===== src/rtl/pc_pkg.sv =====
// Shared types and constants for the fetch-side PC sequencer.
// The same instruction-size constant drives both PC advance and target alignment.
package pc_pkg;

  typedef enum logic [1:0] {
    BOOT     = 2'd0,
    FETCH    = 2'd1,
    REDIRECT = 2'd2,
    HALT     = 2'd3
  } seqState_t;

  localparam int          INSTR_BYTES      = 4;
  localparam int          XLEN_DEFAULT     = 64;
  localparam logic [63:0] RESET_PC_DEFAULT = 64'd0;

endpackage


===== src/rtl/pc_sequencer_if.sv =====
// Groups the hazard/EX inputs and the instruction-memory/IF-ID outputs of the sequencer.
// The sequencer drives through 'master'; the surrounding pipeline connects through 'slave'.
interface pc_sequencer_if #(
  parameter int XLEN  = 64,
  parameter int CNT_W = 32
);

  logic             stall_i;
  logic             branch_ex;
  logic             zero_ex;
  logic [XLEN-1:0]  imm_ex;
  logic [XLEN-1:0]  pc_ex;
  logic             imem_ready;

  logic             imem_req;
  logic [XLEN-1:0]  imem_addr;
  logic             if_valid;
  logic [XLEN-1:0]  pc_if;
  logic             flush;
  logic             misalign_err;
  logic [CNT_W-1:0] redirect_cnt;

  modport master (
    input  stall_i, branch_ex, zero_ex, imm_ex, pc_ex, imem_ready,
    output imem_req, imem_addr, if_valid, pc_if, flush, misalign_err, redirect_cnt
  );

  modport slave (
    output stall_i, branch_ex, zero_ex, imm_ex, pc_ex, imem_ready,
    input  imem_req, imem_addr, if_valid, pc_if, flush, misalign_err, redirect_cnt
  );

endinterface


===== src/rtl/pc_sequencer_branch_target_calc.sv =====
// Combinational branch target: pc_ex + (imm_ex <<< IMM_SHIFT), wrapping mod 2^XLEN,
// plus a flag for targets that are not aligned to an instruction boundary.
module branch_target_calc
  import pc_pkg::*;
#(
  parameter int XLEN      = XLEN_DEFAULT,
  parameter int IMM_SHIFT = 1
) (
  input  logic [XLEN-1:0] i_pcEx,
  input  logic [XLEN-1:0] i_immEx,
  output logic [XLEN-1:0] o_target,
  output logic            o_misaligned
);

  localparam int ALIGN_W = $clog2(INSTR_BYTES);

  logic [XLEN-1:0] w_shiftedImm;

  // Two's-complement add handles negative offsets without sign-extension tricks.
  assign w_shiftedImm = i_immEx << IMM_SHIFT;
  assign o_target     = i_pcEx + w_shiftedImm;
  assign o_misaligned = (o_target[ALIGN_W-1:0] != '0);

endmodule


===== src/rtl/pc_sequencer.sv =====
// Architectural PC register and fetch-sequencing FSM: sequential fetch, stall hold,
// taken-branch redirect with flush, sticky halt on a misaligned target.
module pc_sequencer
  import pc_pkg::*;
#(
  parameter int              XLEN      = XLEN_DEFAULT,
  parameter logic [XLEN-1:0] RESET_PC  = XLEN'(RESET_PC_DEFAULT),
  parameter int              IMM_SHIFT = 1,
  parameter int              CNT_W     = 32
) (
  input  logic           clk,
  input  logic           rst,
  pc_sequencer_if.master bus
);

  seqState_t        r_state;
  logic [XLEN-1:0]  r_pc;
  logic [XLEN-1:0]  r_pcIf;
  logic             r_imemReq;
  logic             r_ifValid;
  logic             r_flush;
  logic             r_misalignErr;
  logic [CNT_W-1:0] r_redirectCnt;

  logic [XLEN-1:0]  w_target;
  logic             w_misaligned;
  logic             w_taken;

  branch_target_calc #(
    .XLEN      (XLEN),
    .IMM_SHIFT (IMM_SHIFT)
  ) u_targetCalc (
    .i_pcEx       (bus.pc_ex),
    .i_immEx      (bus.imm_ex),
    .o_target     (w_target),
    .o_misaligned (w_misaligned)
  );

  assign w_taken = bus.branch_ex & bus.zero_ex;

  // Pulse outputs default low every cycle so a single event never stretches them.
  always_ff @(posedge clk) begin
    if (rst) begin
      r_state       <= BOOT;
      r_pc          <= RESET_PC;
      r_pcIf        <= '0;
      r_imemReq     <= 1'b0;
      r_ifValid     <= 1'b0;
      r_flush       <= 1'b0;
      r_misalignErr <= 1'b0;
      r_redirectCnt <= '0;
    end else begin
      r_ifValid <= 1'b0;
      r_flush   <= 1'b0;
      unique case (r_state)
        BOOT: begin
          r_state   <= FETCH;
          r_imemReq <= 1'b1;
        end
        FETCH, REDIRECT: begin
          if (w_taken) begin
            r_flush   <= 1'b1;
            r_imemReq <= 1'b0;
            if (w_misaligned) begin
              r_misalignErr <= 1'b1;
              r_state       <= HALT;
            end else begin
              r_pc    <= w_target;
              r_state <= REDIRECT;
              if (r_redirectCnt != '1) begin
                r_redirectCnt <= r_redirectCnt + CNT_W'(1);
              end
            end
          end else if (r_state == REDIRECT) begin
            // The response to the pre-redirect request has been discarded; resume fetch.
            r_state   <= FETCH;
            r_imemReq <= 1'b1;
          end else if (!bus.stall_i && bus.imem_ready) begin
            r_ifValid <= 1'b1;
            r_pcIf    <= r_pc;
            r_pc      <= r_pc + XLEN'(INSTR_BYTES);
          end
        end
        HALT: begin
          r_imemReq <= 1'b0;
        end
      endcase
    end
  end

  assign bus.imem_req     = r_imemReq;
  assign bus.imem_addr    = r_pc;
  assign bus.if_valid     = r_ifValid;
  assign bus.pc_if        = r_pcIf;
  assign bus.flush        = r_flush;
  assign bus.misalign_err = r_misalignErr;
  assign bus.redirect_cnt = r_redirectCnt;

endmodule

===== src/flat_wrapper.sv =====
// flat-port wrapper written by rule: the top's interface ports become plain ports
module pc_sequencer_flat import pc_pkg::*;
#(
  parameter int              XLEN      = XLEN_DEFAULT,
  parameter logic [XLEN-1:0] RESET_PC  = XLEN'(RESET_PC_DEFAULT),
  parameter int              IMM_SHIFT = 1,
  parameter int              CNT_W     = 32
)
  (clk, rst, bus_stall_i, bus_branch_ex, bus_zero_ex, bus_imm_ex, bus_pc_ex, bus_imem_ready, bus_imem_req, bus_imem_addr, bus_if_valid, bus_pc_if, bus_flush, bus_misalign_err, bus_redirect_cnt);
  pc_sequencer_if #(.XLEN(XLEN), .CNT_W(CNT_W)) bus_i ();
  input  logic clk;
  input  logic rst;
  input wire logic [$bits(bus_i.stall_i)-1:0] bus_stall_i;
  input wire logic [$bits(bus_i.branch_ex)-1:0] bus_branch_ex;
  input wire logic [$bits(bus_i.zero_ex)-1:0] bus_zero_ex;
  input wire logic [$bits(bus_i.imm_ex)-1:0] bus_imm_ex;
  input wire logic [$bits(bus_i.pc_ex)-1:0] bus_pc_ex;
  input wire logic [$bits(bus_i.imem_ready)-1:0] bus_imem_ready;
  output wire logic [$bits(bus_i.imem_req)-1:0] bus_imem_req;
  output wire logic [$bits(bus_i.imem_addr)-1:0] bus_imem_addr;
  output wire logic [$bits(bus_i.if_valid)-1:0] bus_if_valid;
  output wire logic [$bits(bus_i.pc_if)-1:0] bus_pc_if;
  output wire logic [$bits(bus_i.flush)-1:0] bus_flush;
  output wire logic [$bits(bus_i.misalign_err)-1:0] bus_misalign_err;
  output wire logic [$bits(bus_i.redirect_cnt)-1:0] bus_redirect_cnt;
  assign bus_i.stall_i = bus_stall_i;
  assign bus_i.branch_ex = bus_branch_ex;
  assign bus_i.zero_ex = bus_zero_ex;
  assign bus_i.imm_ex = bus_imm_ex;
  assign bus_i.pc_ex = bus_pc_ex;
  assign bus_i.imem_ready = bus_imem_ready;
  assign bus_imem_req = bus_i.imem_req;
  assign bus_imem_addr = bus_i.imem_addr;
  assign bus_if_valid = bus_i.if_valid;
  assign bus_pc_if = bus_i.pc_if;
  assign bus_flush = bus_i.flush;
  assign bus_misalign_err = bus_i.misalign_err;
  assign bus_redirect_cnt = bus_i.redirect_cnt;
  pc_sequencer #(.XLEN(XLEN), .RESET_PC(RESET_PC), .IMM_SHIFT(IMM_SHIFT), .CNT_W(CNT_W)) u_core (.clk(clk), .rst(rst), .bus(bus_i));
endmodule

===== config.mk =====
export PLATFORM = sky130hd
export DESIGN_NAME = pc_sequencer_flat
export DESIGN_NICKNAME = d
export VERILOG_FILES = /design/src/rtl/pc_pkg.sv /design/src/rtl/pc_sequencer_if.sv /design/src/rtl/pc_sequencer_branch_target_calc.sv /design/src/rtl/pc_sequencer.sv /design/src/flat_wrapper.sv
export SDC_FILE = /design/constraint.sdc
export NUM_CORES = 1
export LEC_CHECK = 0
export CORE_ASPECT_RATIO = 1.4
export CORE_MARGIN = 1
export CORE_UTILIZATION = 32
export CTS_CLUSTER_DIAMETER = 50
export CTS_CLUSTER_SIZE = 24
export DETAILED_ROUTE_END_ITERATION = 8
export GPL_ROUTABILITY_DRIVEN = 0
export PLACE_DENSITY = 0.62
export RECOVER_POWER = 25
export SKIP_CTS_REPAIR_TIMING = 1
export SLEW_MARGIN = 15
export SYNTH_ARGS = -nofsm -noshare
export SYNTH_HDL_FRONTEND = slang
export SYNTH_HIERARCHICAL = 1
export SYNTH_SLANG_ARGS = --single-unit

===== constraint.sdc =====
create_clock -name clk -period 3.3 [get_ports clk]
set_input_delay 0.33 -clock clk [delete_from_list [all_inputs] [get_ports clk]]
set_output_delay 0.33 -clock clk [all_outputs]
set_load 0.1 [all_outputs]

Word-level counts from Yosys, hierarchy flattened. Cells that the tools add are included.

Word-level logic and storage cells: 50. ROM bits: 0. Register bits: 166. RAM bits: 0. Memories kept: 0. Bits in latches: 0.

Order comparisons: 0. Shift operators: 0. Reductions and logical operators: 14. Equal/unequal tests: 7. Bitwise operators: 5. Muxes and demuxes: 13. Div/mod/pow operators: 0. Add/subtract/negate cells: 3. $mul: 0.

Operator list (count): $mux W64 (4); $add A64 B3 Y64 const B (1); $add A64 B64 Y64 (1); $add A32 B1 Y32 const B (1); $ne A32 B32 Y1 const B (1); $reduce_and A4 Y1 (3); $reduce_bool A2 Y1 (3); $mux W1 (5); $eq A2 B2 Y1 const B (2); $mux W2 (2); $not A1 Y1 (4); $pmux W2 S2 (1); $reduce_or A2 Y1 (2); $reduce_or A4 Y1 (1); $ne A3 B1 Y1 const B (1); $pmux W1 S3 (1); $reduce_and A3 Y1 (1); $eq A2 B1 Y1 const B (1); $logic_not A2 Y1 (1); $ne A2 B1 Y1 const B (1); $ne A2 B2 Y1 const B (1); $reduce_and A2 Y1 (1); $and A1 B1 Y1 (1); $logic_and A1 B1 Y1 (1); $logic_not A1 Y1 (1).

Depth between registers and ports, before layout. Gate-level depths: netlist of the first run.

Depth after elaboration: 5. Mapped depth: 14. Mapped depth without buffers: 14.

Cells and area by module. Netlist of the first run, hierarchy kept.

Modules (own cells, without submodules): pc_sequencer (instances 1, area each 8469.4 sq um, seq. area each 3323.2 sq um, cells an instance 1117); branch_target_calc (instances 1, area each 3774.9 sq um, seq. area each 0.0 sq um, cells an instance 569).

Worst setup path after synthesis of the first run. OpenSTA, ideal clock, no wires.

Path type: input port to flip-flop. Start point: input bus_pc_ex[18]. End point: register u_core.r_pc[61] (netlist: u_core/bus.imem_addr[61]). Arrival time: 3.122 ns. Stages on the path: 14. Slack: 0.087 ns. Cell sequence: ha_1 -> clkbuf_1 -> nand4_1 -> nor4_1 -> nand3_1 -> a31oi_1 -> a31oi_1 -> o21ai_1 -> a31oi_1 -> xnor2_1 -> nand2_1 -> a31o_2 -> and4_1 -> a311oi_1.

Cells in the longest elaborated chain, start to end: 3.

Ends and longest elaborated chain: start: declaration (RTL line flat_wrapper.sv:17) `input wire logic [$bits(bus_i.pc_ex)-1:0] bus_pc_ex;`; $add A64 B64 Y64 (RTL line pc_sequencer_branch_target_calc.sv:21) `assign o_target = i_pcEx + w_shiftedImm;`; named net u_core.w_target[61] (RTL line pc_sequencer.sv:25) `logic [XLEN-1:0] w_target;`; $mux W64 (RTL line pc_sequencer.sv:64) `if (w_misaligned) begin`; $mux W64 (RTL line pc_sequencer.sv:61) `if (w_taken) begin`; end signal: assignment (RTL line pc_sequencer.sv:68) `r_pc <= w_target;`; end signal: assignment (RTL line pc_sequencer.sv:81) `r_pc <= r_pc + XLEN'(INSTR_BYTES);`; end: declaration (RTL line pc_sequencer.sv:17) `logic [XLEN-1:0] r_pc;`.

The timed path passes the listed nets, and every way through them passes these cells. The select of a mux whose other input is x is not followed. A chain may end at the register's enable or synchronous reset.

Worst setup path after layout of the first run.
Start point: input bus_imm_ex[12]. End point: register u_core.r_pc[42] (netlist: u_core/bus.imem_addr[42]).

Cells in the longest elaborated chain, start to end: 3.

Ends and longest elaborated chain: start: declaration (RTL line flat_wrapper.sv:16) `input wire logic [$bits(bus_i.imm_ex)-1:0] bus_imm_ex;`; $add A64 B64 Y64 (RTL line pc_sequencer_branch_target_calc.sv:21); named net u_core.w_target[42] (RTL line pc_sequencer.sv:25); $mux W64 (RTL line pc_sequencer.sv:64); $mux W64 (RTL line pc_sequencer.sv:61).

The timed path passes the listed nets, and every way through them passes these cells. The select of a mux whose other input is x is not followed.

==> results of run 1 <==
-- layout make-up --
type | count | area (µm²)
clock buffer | 25 | 495
multi-input combinational | 1372 | 8820
timing repair buffer | 532 | 4650
tap | 473 | 592
fill | 3659 | 19500
inverter | 29 | 109
clock inverter | 7 | 93.8
sequential | 166 | 3320
-- registers in the layout (all words and copies together), names as in the netlist --
register	flops
u_core/bus.misalign_err	1
u_core/bus.imem_addr	64
u_core/bus.flush	1
u_core/r_state	2
u_core/bus.if_valid	1
u_core/bus.pc_if	64
u_core/bus.redirect_cnt	32
u_core/bus.imem_req	1
-- per-layer routing --
layer | up-vias | routed length (µm) | track usage, %
met2 | 689 | 23200 | 40.6
met4 | 0 | 1860 | 10.6
li1 | 7080 | - | -
met1 | 6789 | 19300 | 28.5
met5 | - | 0 | 0
met3 | 126 | 3310 | 3.69
-- synth_stat cells (all sizes together), types with 6 or more instances --
master,number,share of area [%]
mux2i,8,0.65
and4,18,1.3
nand4,55,2.9
nor2b,13,0.66
mux2,7,0.64
nor2,108,3.3
a31oi,32,1.6
a211oi,19,1.2
ha,67,6.8
o21bai,8,0.49
and2,11,0.56
or3,20,1.0
buf,16,0.68
a21o,29,1.8
o22ai,11,0.56
o21a,8,0.49
xnor2,52,3.7
a21boi,6,0.37
dfxtp,166,27
a311oi,8,0.57
o211ai,18,1.1
or4,15,0.92
o21ai,88,3.6
o31ai,13,0.80
a2111oi,7,0.65
nand2,271,8.3
a22oi,17,1.0
and3,28,1.4
nor4,26,1.4
a21oi,197,8.1
nor3,42,1.7
inv,29,0.89
nand3,65,2.7
xor2,24,1.7
clkbuf,103,3.2
a31o,9,0.64
-- cell families (layout without fill, tap and decap cells) --
group	count (synthesis)	after routing	synth area share (%)
AOI/OAI and AO/OA	520	520	26.8
muxes	15	15	1.30
and+or+nand+nor	693	693	27.5
xor gates and xnor gates	76	76	5.44
adders and majority gates	68	68	7.01
DFF	166	166	27.1
buffers and inverters	148	593	4.76
-- how the worst max path moves through the flow --
| stage | from | to | slack [ps] |
|---|---|---|---|
| 3_5_place_dp | bus_pc_ex[1] | u_core/bus.imem_addr[61]$_SDFFE_PP0P_ | -690 |
| 3_3_place_gp | bus_pc_ex[1] | u_core/bus.imem_addr[62]$_SDFFE_PP0P_ | -690 |
| 5_1_grt | bus_pc_ex[15] | u_core/bus.imem_addr[61]$_SDFFE_PP0P_ | -30 |
| 2_1_floorplan | bus_pc_ex[18] | u_core/bus.imem_addr[61]$_SDFFE_PP0P_ | 90 |
| 4_1_cts | bus_pc_ex[1] | u_core/bus.imem_addr[61]$_SDFFE_PP0P_ | -250 |
| 6_report | bus_imm_ex[12] | u_core/bus.imem_addr[42]$_SDFFE_PP0P_ | 100 |
-- power by group --
part	switching [mW]	internal [mW]
logic	1.40	0.937
clock network	0.826	1.19
registers	0.100	2.06
-- critical path, delay by kind of cell --
family                     cells  cell delay, ps
xor gates and xnor gates       1             190
AOI/OAI and AO/OA              6            1110
adders and majority gates      1             390
and+or+nand+nor                5             490
buffers and inverters          5            1030
==> flow_metrics.tcl, run 1 <==
set metrics [dict create \
    status "finished, final reports clean" \
    dpl.cell_count 2564 \
    synth_edf_count 0 \
    whs_path_depth 4 \
    io_pins 298 \
    viasPerCell 5.64 \
    start_kind "input port" \
    fp-row-count 84 \
    first_global_vias 13600 \
    synth.ff_latch_count 166 \
    leakage_nw 6.90 \
    slowest_delay_ps 410 \
    cpMaxStageDelayCell "clkdlybuf4s50_1" \
    dpl.hpwl_um 36200 \
    slew_headroom_pct 13.6 \
    syn_avg_cell_area_um2 7.26 \
    worst_slack_ps 102 \
    die_w_um 167 \
    hold_path_end "u_core/bus.imem_addr[1]$_SDFFE_PP0P_" \
    antenna_found_initial 0 \
    critPathRequiredTime_ps 3640 \
    finalMaxSlewViolations 0 \
    portBuffers 296 \
    async_flop_share_pct 0 \
    stdcell_area_um2 18100 \
    clock_path_buffers 2 \
    die-height_um 233 \
    grt_setup_unrepaired "yes" \
    reg2reg_from "u_core/r_state[0]$_SDFFE_PP0P_" \
    grt_first_pass_wirelength_um 73700 \
    die_area_um2 39100 \
    period_share_pct 96.9 \
    drt_pre_antenna_iters 6 \
    mostFrequentLayoutCells "nand2_1 (268), buf_4 (227), a21oi_1 (194), clkdlybuf4s50_1 (190), dfxtp_1 (166)" \
    power_density_nw_per_um2 360 \
    cts_root_buf "clkbuf_16" \
    hp-class "in -> reg" \
    worst_hold_slack_ps 363 \
    grt_max_degree 105 \
    synth.cell_area_um2 12200 \
    core_area_um2 37600 \
    maxCapViolCount 0 \
    syn_inst 1686 \
    drt-wirelength-per-cell_um 18.3 \
    hold_start "bus_pc_ex[1]" \
    tightest_slew_ps 1300 \
    reg2reg_depth 9 \
    synthesis.nets 1888 \
    vias 14700 \
    n_antenna_cell 0 \
    r2r_setup_slack_ps 410 \
    pre_cts_ws_ps -693 \
    synth_cell_types 78 \
    dpl_cell_area_um2 17100 \
    insertion_delay_ps 450 \
    reg2reg_to "u_core/bus.imem_addr[52]$_SDFFE_PP0P_" \
    grt_overflow 0 \
    cts-buffers-inserted 17 \
    cp_cell_sequence "clkdlybuf4s50_1, ha_2, nand4_1, o221ai_2, a311oi_1, buf_4, buf_6, nor3_4, nor3_2, buf_4, o21a_1, o31ai_2, xor2_1, buf_4, nand2_1, nand2_1, a221oi_2, a311oi_1" \
    timing_hold_violations_final 0 \
    clkTransAtPathRegs_ps 60 \
    seq_area_frac_synth_pct 27.1 \
    cp_max_fo 6 \
    track_usage_pct 23.5 \
    total_power_mw 6.52 \
    yosys_warnings 6 \
    min_period_ps 3200 \
    mostFrequentLayoutCell "nand2_1" \
    crit_top_cell "buf_4" \
    fin_cells 2604 \
    drtIter0Drc 1301 \
    cts_tree "yes" \
    initial_core_util_pct 32.5 \
    area_growth_pct 47.6 \
    drc_errors 0 \
    nNetsFinal 2320 \
    layout-drive-gt1-share_pct 16.6 \
    ant_nets 0 \
    routed_wl_um 47600 \
    skew_ps 11.3 \
    tns_ps 0 \
    htree_levels 4 \
    ir_drop_uv 253 \
    crit_path_end_kind "flip-flop" \
    finalSetupViolCount 0 \
    clock_sinks 166 \
    ys.flop_type "dfxtp_1" \
    path_class "in -> reg" \
    cp.arrival_ps 3540 \
    final_util_pct 48.0 \
    max_freq_mhz 313 \
]
No activity file was read; power rests on OpenSTA's default activity.
==> run 2: changes to the inputs <==
--- a/config.mk
+++ b/config.mk
@@ -6,7 +6,7 @@
 export NUM_CORES = 1
 export LEC_CHECK = 0
 export CORE_ASPECT_RATIO = 1.4
-export CORE_MARGIN = 1
+export CORE_MARGIN = 8
 export CORE_UTILIZATION = 32
 export CTS_CLUSTER_DIAMETER = 50
 export CTS_CLUSTER_SIZE = 24
==> run 2 against run 1 <==
Global-route usage down 2.8 points. Non-clock buffer count down 3. First-iteration DRC count down 3.1%. Largest power group unchanged. Combinational power about the same.
==> flow_metrics.tcl, run 2 (same netlist as run 1, synthesis figures left out) <==
set metrics [dict create \
    drtIter0Drc 1261 \
    core_area_um2 38100 \
    cts_tree "yes" \
    cp.arrival_ps 3550 \
    grt_max_degree 117 \
    drt-wirelength-per-cell_um 19.2 \
    fill_cells 3801 \
    max_freq_mhz 312 \
    layout-drive-gt1-share_pct 17.1 \
    cts-buffers-inserted 17 \
    drc_errors 0 \
    reg2reg_depth 8 \
    leakage_nw 6.86 \
    timing_hold_violations_final 0 \
    reg2reg_from "u_core/r_state[1]$_SDFFE_PP0P_" \
    portBuffers 296 \
    cp_cell_sequence "clkdlybuf4s50_1, ha_1, buf_4, nand2_1, o211ai_1, a221oi_2, buf_4, a31oi_4, a31oi_1, buf_4, buf_4, o21ai_1, buf_4, xor2_1, a31oi_1, o41a_1, a311oi_1" \
    initial_core_util_pct 32.2 \
    reg2reg_to "u_core/bus.imem_addr[49]$_SDFFE_PP0P_" \
    htree_levels 4 \
    cp_num_buf_inv 6 \
    pre_cts_ws_ps -665 \
    io_pins 298 \
    cp_max_fo 4 \
    crit_path_start "bus_pc_ex[15]" \
    start_kind "input port" \
    crit_path_end_kind "flip-flop" \
    period_share_pct 97.3 \
    crit_top_cell "buf_4" \
    critPathTopFamily "compound AO/OA/AOI/OAI gates" \
    mostFrequentLayoutCell "nand2_1" \
    slowest_delay_ps 410 \
    area_growth_pct 47.6 \
    clock_sinks 166 \
    path_class "in -> reg" \
    grt_first_pass_wirelength_um 75500 \
    power_density_nw_per_um2 363 \
    insertion_delay_ps 440 \
    mostFrequentLayoutCells "nand2_1 (267), buf_4 (226), a21oi_1 (188), clkdlybuf4s50_1 (186), dfxtp_1 (166)" \
    slew_headroom_pct 11.8 \
    tns_ps 0 \
    whs_path_depth 2 \
    antenna_found_initial 1 \
    maxCapViolCount 0 \
    ant_nets 0 \
    worst_slack_ps 90.4 \
    routed_wl_um 50000 \
    critPathRequiredTime_ps 3640 \
    hp-class "in -> reg" \
    nNetsFinal 2317 \
    track_usage_pct 20.7 \
    viasPerCell 5.67 \
    grt_overflow 0 \
    r2r_setup_slack_ps 480 \
    ir_drop_uv 206 \
    clock_path_buffers 2 \
    first_global_vias 13800 \
    die-height_um 247 \
    dpl.hpwl_um 38600 \
    clkTransAtPathRegs_ps 60 \
    cp.depth 17 \
    tightest_slew_ps 1330 \
    drt_pre_antenna_iters 6 \
    fp-row-count 85 \
    final_util_pct 47.5 \
    die_area_um2 44900 \
    min_period_ps 3210 \
    finalSetupViolCount 0 \
    finalMaxSlewViolations 0 \
    worstSetupEndpoint "u_core/bus.imem_addr[49]$_SDFFE_PP0P_" \
    cts_root_buf "clkbuf_16" \
    cpMaxStageDelayCell "clkdlybuf4s50_1" \
    dpl.cell_count 2562 \
    vias 14800 \
    status "finished, final reports clean" \
    fin_cells 2608 \
    skew_ps 9.82 \
    die_w_um 181 \
]
## run 2: worst min-delay path by stage
| stage | startpoint | end |
|---|---|---|
| after floorplan | u_core/r_state[1]$_SDFFE_PP0P_ | u_core/r_state[1]$_SDFFE_PP0P_ |
| after global placement | u_core/bus.pc_if[0]$_SDFFE_PP0P_ | u_core/bus.pc_if[0]$_SDFFE_PP0P_ |
| after detailed placement | u_core/bus.pc_if[10]$_SDFFE_PP0P_ | u_core/bus.pc_if[10]$_SDFFE_PP0P_ |
| after CTS | rst | u_core/bus.redirect_cnt[10]$_SDFFE_PP0P_ |
| after global routing | rst | u_core/bus.redirect_cnt[12]$_SDFFE_PP0P_ |
| final | rst | u_core/bus.redirect_cnt[2]$_SDFFE_PP0P_ |
## run 2: power breakdown
part | internal (mW) | switching [mW] | total [mW]
Combinational | 0.930 | 1.41 | 2.34
Clock | 1.20 | 0.844 | 2.05
Sequential | 2.06 | 0.104 | 2.16
## run 2: cell type report
cell class	count	area [µm²]	area share, %
diodes	2	5.00	0.0277
clock buffers	23	488	2.70
clock inverters	9	116	0.644
inverters	29	109	0.602
multi-input cells	1372	8880	49.1
flip-flops and latches	166	3320	18.4
well taps	478	598	3.31
repair buffers	529	4550	25.2
## run 2: per-layer routing
layer / GRT usage (%) / vias up / wire length (µm) / share of wire [%]
met5: 0 / - / 0 / 0
met4: 8.94 / 0 / 2050 / 4.1
met3: 4.09 / 118 / 3400 / 6.8
met2: 35.9 / 606 / 24300 / 49
met1: 24.5 / 6980 / 20300 / 41
li1: - / 7086 / - / -
## run 2: through the flow
step / hold slack [ps] / instance area (µm²) / power, mW
6_report: 364 / 18100 / 6.55
5_1_grt: 376 / 18100 / 6.83
4_1_cts: 352 / 17600 / 6.49
3_5_place_dp: 446 / 17000 / 4.44
3_3_place_gp: 441 / 17000 / 4.42
2_1_floorplan: 487 / 12200 / 3.51
## run 2: worst register-to-register path: stages (launching register included)
cell      delay (ps)
dfxtp_1          390
inv_1             60
ha_1             430
nor2b_1          370
and3_1           410
buf_4            330
nand2_1          140
o41a_1           330
a311oi_1         270
==> run 3: changes to the inputs <==
--- a/config.mk
+++ b/config.mk
@@ -6,13 +6,13 @@
 export NUM_CORES = 1
 export LEC_CHECK = 0
 export CORE_ASPECT_RATIO = 1.4
-export CORE_MARGIN = 8
-export CORE_UTILIZATION = 32
+export CORE_MARGIN = 2
+export CORE_UTILIZATION = 46
 export CTS_CLUSTER_DIAMETER = 50
 export CTS_CLUSTER_SIZE = 24
 export DETAILED_ROUTE_END_ITERATION = 8
 export GPL_ROUTABILITY_DRIVEN = 0
-export PLACE_DENSITY = 0.62
+export PLACE_DENSITY = 0.82
 export RECOVER_POWER = 25
 export SKIP_CTS_REPAIR_TIMING = 1
 export SLEW_MARGIN = 15
==> run 3 against run 2 <==
Wire length is 7.9% lower. Highest routed layer unchanged. Largest power group unchanged. Design area is 2.1% lower. Sequential share of layout area is 0.40 points higher. The flow now finishes with violations (DRC, capacitance limit, slew limit). Setup slack worse by 59 ps. Clock power is 3% higher.
==> flow_metrics.tcl, run 3 (same netlist as run 1, synthesis figures left out) <==
set metrics [dict create \
    dpl.hpwl_um 33500 \
    clock_path_buffers 2 \
    die_area_um2 28000 \
    drt_pre_antenna_iters 9 \
    power_density_nw_per_um2 372 \
    insertion_delay_ps 440 \
    max_freq_mhz 306 \
    maxCapViolCount 1 \
    critPathRequiredTime_ps 3580 \
    whs_path_depth 2 \
    path_class "in -> reg" \
    viasPerCell 6.29 \
    start_kind "input port" \
    leakage_nw 6.60 \
    finalSetupViolCount 0 \
    finalMaxSlewViolations 37 \
    dpl.cell_count 2385 \
    vias 15200 \
    cp.arrival_ps 3550 \
    reg2reg_from "u_core/r_state[1]$_SDFFE_PP0P_" \
    drt-wirelength-per-cell_um 19.0 \
    htree_levels 4 \
    stdcell_area_um2 17700 \
    die-height_um 197 \
    reg2reg_depth 9 \
    timing_hold_violations_final 0 \
    layout-drive-gt1-share_pct 15.4 \
    tightest_slew_ps 1560 \
    io_pins 298 \
    tns_ps 0 \
    ir_drop_uv 396 \
    initial_core_util_pct 46.8 \
    skew_ps 14.8 \
    pre_cts_ws_ps -609 \
    grt_setup_unrepaired "yes" \
    crit_path_end_kind "flip-flop" \
    reg2reg_to "u_core/bus.imem_addr[29]$_SDFFE_PP0P_" \
    dpl_cell_area_um2 16700 \
    grt_first_pass_wirelength_um 69600 \
    fin_cells 2426 \
    fill_cells 2139 \
    failed_checks "DRC, capacitance limit, slew limit" \
    clock_sinks 166 \
    track_usage_pct 30.4 \
    first_global_vias 13900 \
    ant_nets 0 \
    fp-row-count 70 \
    cts-buffers-inserted 17 \
    n_antenna_cell 0 \
    grt_max_degree 91 \
    routed_wl_um 46100 \
    period_share_pct 99.1 \
    area_growth_pct 44.4 \
    r2r_setup_slack_ps 360 \
    core_area_um2 26200 \
    grt_overflow 0 \
    worst_hold_slack_ps 452 \
    drtIter0Drc 1626 \
    cts_root_buf "clkbuf_16" \
    mostFrequentLayoutCells "nand2_1 (270), clkdlybuf4s50_1 (246), buf_4 (202), a21oi_1 (191), dfxtp_1 (166)" \
    min_period_ps 3270 \
    cp_max_fo 4 \
    hold_start "u_core/bus.pc_if[62]$_SDFFE_PP0P_" \
    cts_tree "yes" \
    hold_path_end "u_core/bus.pc_if[62]$_SDFFE_PP0P_" \
    drc_errors 1 \
    nNetsFinal 2291 \
    total_power_mw 6.58 \
    clkTransAtPathRegs_ps 70 \
    slew_headroom_pct -4.00 \
    die_w_um 142 \
    status "complete, but fails checks" \
    antenna_found_initial 0 \
    portBuffers 296 \
    hp-class "reg -> reg" \
    mostFrequentLayoutCell "nand2_1" \
    final_util_pct 67.5 \
    worst_slack_ps 31.3 \
]
[run 3: cell types whose count changed in the layout (fill, tap and decap cells not counted), moves of 4 or more]
| cell | before | now |
|---|---|---|
| dlygate4sd3_1 | 26 | 0 |
| dlymetal6s2s_1 | 35 | 26 |
| buf_4 | 226 | 202 |
| clkdlybuf4s50_1 | 186 | 246 |
| ha_4 | 18 | 14 |
| inv_6 | 1 | 6 |
| clkbuf_1 | 51 | 26 |
| ha_1 | 46 | 51 |
[run 3: final cells by class]
| class | instances | area (µm²) | area share, % |
|---|---|---|---|
| multi-input cells | 1372 | 8760 | 49.5 |
| repair buffers | 503 | 4460 | 25.2 |
| flip-flops and latches | 166 | 3320 | 18.8 |
| clock buffers | 18 | 439 | 2.48 |
| well taps | 324 | 405 | 2.29 |
| clock inverters | 14 | 184 | 1.04 |
| inverters | 29 | 109 | 0.616 |
[run 3: worst max-delay path, cell delays in order]
cell             delay, ps
clkdlybuf4s50_1        420
ha_1                   350
a21oi_1                220
o211ai_1               230
a311oi_1               330
buf_4                  180
buf_4                  140
o32ai_4                110
o21ai_2                240
a211oi_4               120
or3_1                  350
and3_1                 170
and3_1                 150
a21oi_1                110
o211ai_1                90
[run 3: metal layers]
layer | global-route usage (%) | part of all wire [%]
met4 | 14.8 | 4.7
met3 | 4.29 | 9.5
met2 | 51.6 | 49
met5 | 0 | 0
met1 | 37.8 | 37
[run 3: how the worst max path moves through the flow]
stage | slack, ps | start | to | cells after the start
after floorplan | 90 | bus_pc_ex[18] | u_core/bus.imem_addr[61]$_SDFFE_PP0P_ | 14
after global placement | -550 | bus_pc_ex[35] | u_core/bus.imem_addr[60]$_SDFFE_PP0P_ | 13
after detailed placement | -610 | bus_pc_ex[33] | u_core/bus.imem_addr[60]$_SDFFE_PP0P_ | 13
after CTS | -180 | bus_pc_ex[1] | u_core/bus.imem_addr[61]$_SDFFE_PP0P_ | 15
after global routing | -70 | bus_pc_ex[16] | u_core/bus.imem_addr[61]$_SDFFE_PP0P_ | 15
final | 30 | bus_pc_ex[7] | u_core/bus.imem_addr[54]$_SDFFE_PP0P_ | 15
[run 3: power by group]
| part | internal, mW | switching (mW) |
|---|---|---|
| clock network | 1.23 | 0.890 |
| logic | 0.916 | 1.38 |
| registers | 2.06 | 0.106 |
==> RTL change: new RTL, config.mk and constraints of run 2 <==
`INSTR_BYTES`: 4 -> 8.
--- a/src/rtl/pc_pkg.sv
+++ b/src/rtl/pc_pkg.sv
@@ -9,7 +9,7 @@
     HALT     = 2'd3
   } seqState_t;
 
-  localparam int          INSTR_BYTES      = 4;
+  localparam int          INSTR_BYTES      = 8;
   localparam int          XLEN_DEFAULT     = 64;
   localparam logic [63:0] RESET_PC_DEFAULT = 64'd0;
 
Function: changed (a bounded check fails within 4 cycles, from zero or initial values and one cycle with rst high).
==> RTL change against run 2 <==
Synthesized area decreased by 0.60%; largest power group is now registers; utilization decreased by 0.58 points; final area decreased by 2.7%; the flow now finishes with violations (negative setup slack); worst setup slack got worse by 0.11 ns; wire length increased by 1.8%; first-iteration DRC count decreased by 1.9%; sequential cell count unchanged; power decreased by 10%.
==> RTL change: results <==
[grt]
grt_pass1_wl_um = 77900
first_global_vias = 14255
grt_max_degree = 132
antenna_found_initial = 0
groute.usage.overall_pct = 21.5

[run_status]
run_status = "complete, but fails checks"
failed_checks = "negative setup slack"

[cts]
worst_skew_pair.late_latency_ns = 0.45
clock_tree.root_cell = "sky130_fd_sc_hd__clkbuf_16"
clkSlewWorstSetupHoldPaths_ns = 0.07
tritoncts.num_buffers = 17
cts.htree.levels = 4

[synthesis]
synth_seq_area_share_pct = 27.3
syn_avg_cell_area_um2 = 7.19
synthDistinctLibCells = 81
synth.net_count = 1895
synthTopCellsByCount = "263 x sky130_fd_sc_hd__nand2_1, 212 x sky130_fd_sc_hd__a21oi_1, 166 x sky130_fd_sc_hd__dfxtp_1"
ys_async_sr_fraction_pct = 0
synth.top_cells.by_area = "sky130_fd_sc_hd__dfxtp_1 27%, sky130_fd_sc_hd__a21oi_1 8.7%, sky130_fd_sc_hd__nand2_1 8.1%"

[routing]
total_iterations_of_the_first_detailed_routing_run = 6
wire_per_inst_um = 19.5
routed-via-count = 14748
drt_iter0_drc = 1237
route.met2.wl_um = 25200
wl_met3_um = 3560
maxUsedRoutingLayer = "met4"
m1WireLength_um = 20300

[timing]
timing_worst_slew_pin_value_ns = 1.30
finalSetupViolations = 1
final_worst_setup_slack_ns = -0.0205
fin_setup_tns_ns = -0.0205
finalClockSkew_ns = 0.0143

[power_and_ir_drop]
irDropWorstVdd_mv = 0.311
static-leakage-power_nw = 6.70

[cells_and_area]
antenna_cells_inserted = 0
filler_cell_count = 3748
finalNonFillerCells = 2606
layout-drive-gt1-share_pct = 15.0
num-nets-final = 2323

[placement]
hpwlAfterDp_um = 39300
pre_cts_ws_ns = -0.604
placed_cell_area_mm2 = 0.0168
place.port_buffers = 296

[critical_path]
reg2reg_depth = 7
path_max_fanout = 4
startpoint = "bus_pc_ex[7]"
timing.critical_path.arrival_ns = 3.68

[min_path]
hold_path_startpoint = "rst"
worstHoldPathType = "input port to flip-flop"
timing.hold.worst_path_depth = 2
[RTL change: cell types whose count changed after synthesis, sizes merged, moves of 11 or more]
cell | run 2 | this run
a21oi | 197 | 212
a31oi | 32 | 21
clkbuf | 103 | 92
nand4 | 55 | 66
nor2 | 108 | 132
nor3 | 42 | 57
xnor2 | 52 | 39
xor2 | 24 | 42
[RTL change: metal layers]
metal	global-route usage [%]	vias to the layer above
met5	0	-
met4	10.1	0
met3	3.95	114
met2	38.3	693
met1	24.7	6910
li1	-	7031
[RTL change: final timing paths]
kind	slack, ns	end
worst max-delay path	-0.02	u_core/bus.imem_addr[56]
worst min-delay path	0.31	u_core/bus.imem_addr[43]
worst max register to register	0.14	u_core/bus.imem_addr[52]
worst min register to register	0.45	u_core/bus.pc_if[61]
[RTL change: cell families after synthesis]
| kind of cell | after synthesis | share of synthesized area (%) |
|---|---|---|
| AO/OA/AOI/OAI | 497 | 24.8 |
| XOR/XNOR | 81 | 5.83 |
| adder cells (fa/ha/maj) | 68 | 7.05 |
| buffers and inverters | 140 | 5.22 |
| flip-flops | 166 | 27.3 |
| multiplexers | 12 | 1.01 |
| AND/OR/NAND/NOR | 729 | 28.8 |
[RTL change: power by group]
group / switching [mW] / internal (mW) / leakage, nW
combinational: 1.12 / 0.802 / 5.10
clock: 0.898 / 0.991 / 0.257
sequential: 0.0393 / 2.03 / 1.34
[RTL change: layout make-up]
class                      count  area (um2)  share of cell area (%)
clock inverter                12        93.8                   0.533
multi-input combinational   1387        8560                    48.7
tap                          473         592                    3.36
inverter                      30         114                   0.647
timing repair buffer         519        4460                    25.4
clock buffer                  19         443                    2.52
sequential                   166        3330                    18.9
[RTL change: worst max-delay path, delay by kind of cell]
family / cells / cell delay (ns)
compound gates: 10 / 1.87
fa+ha+maj: 1 / 0.34
buf+inv: 6 / 1.14
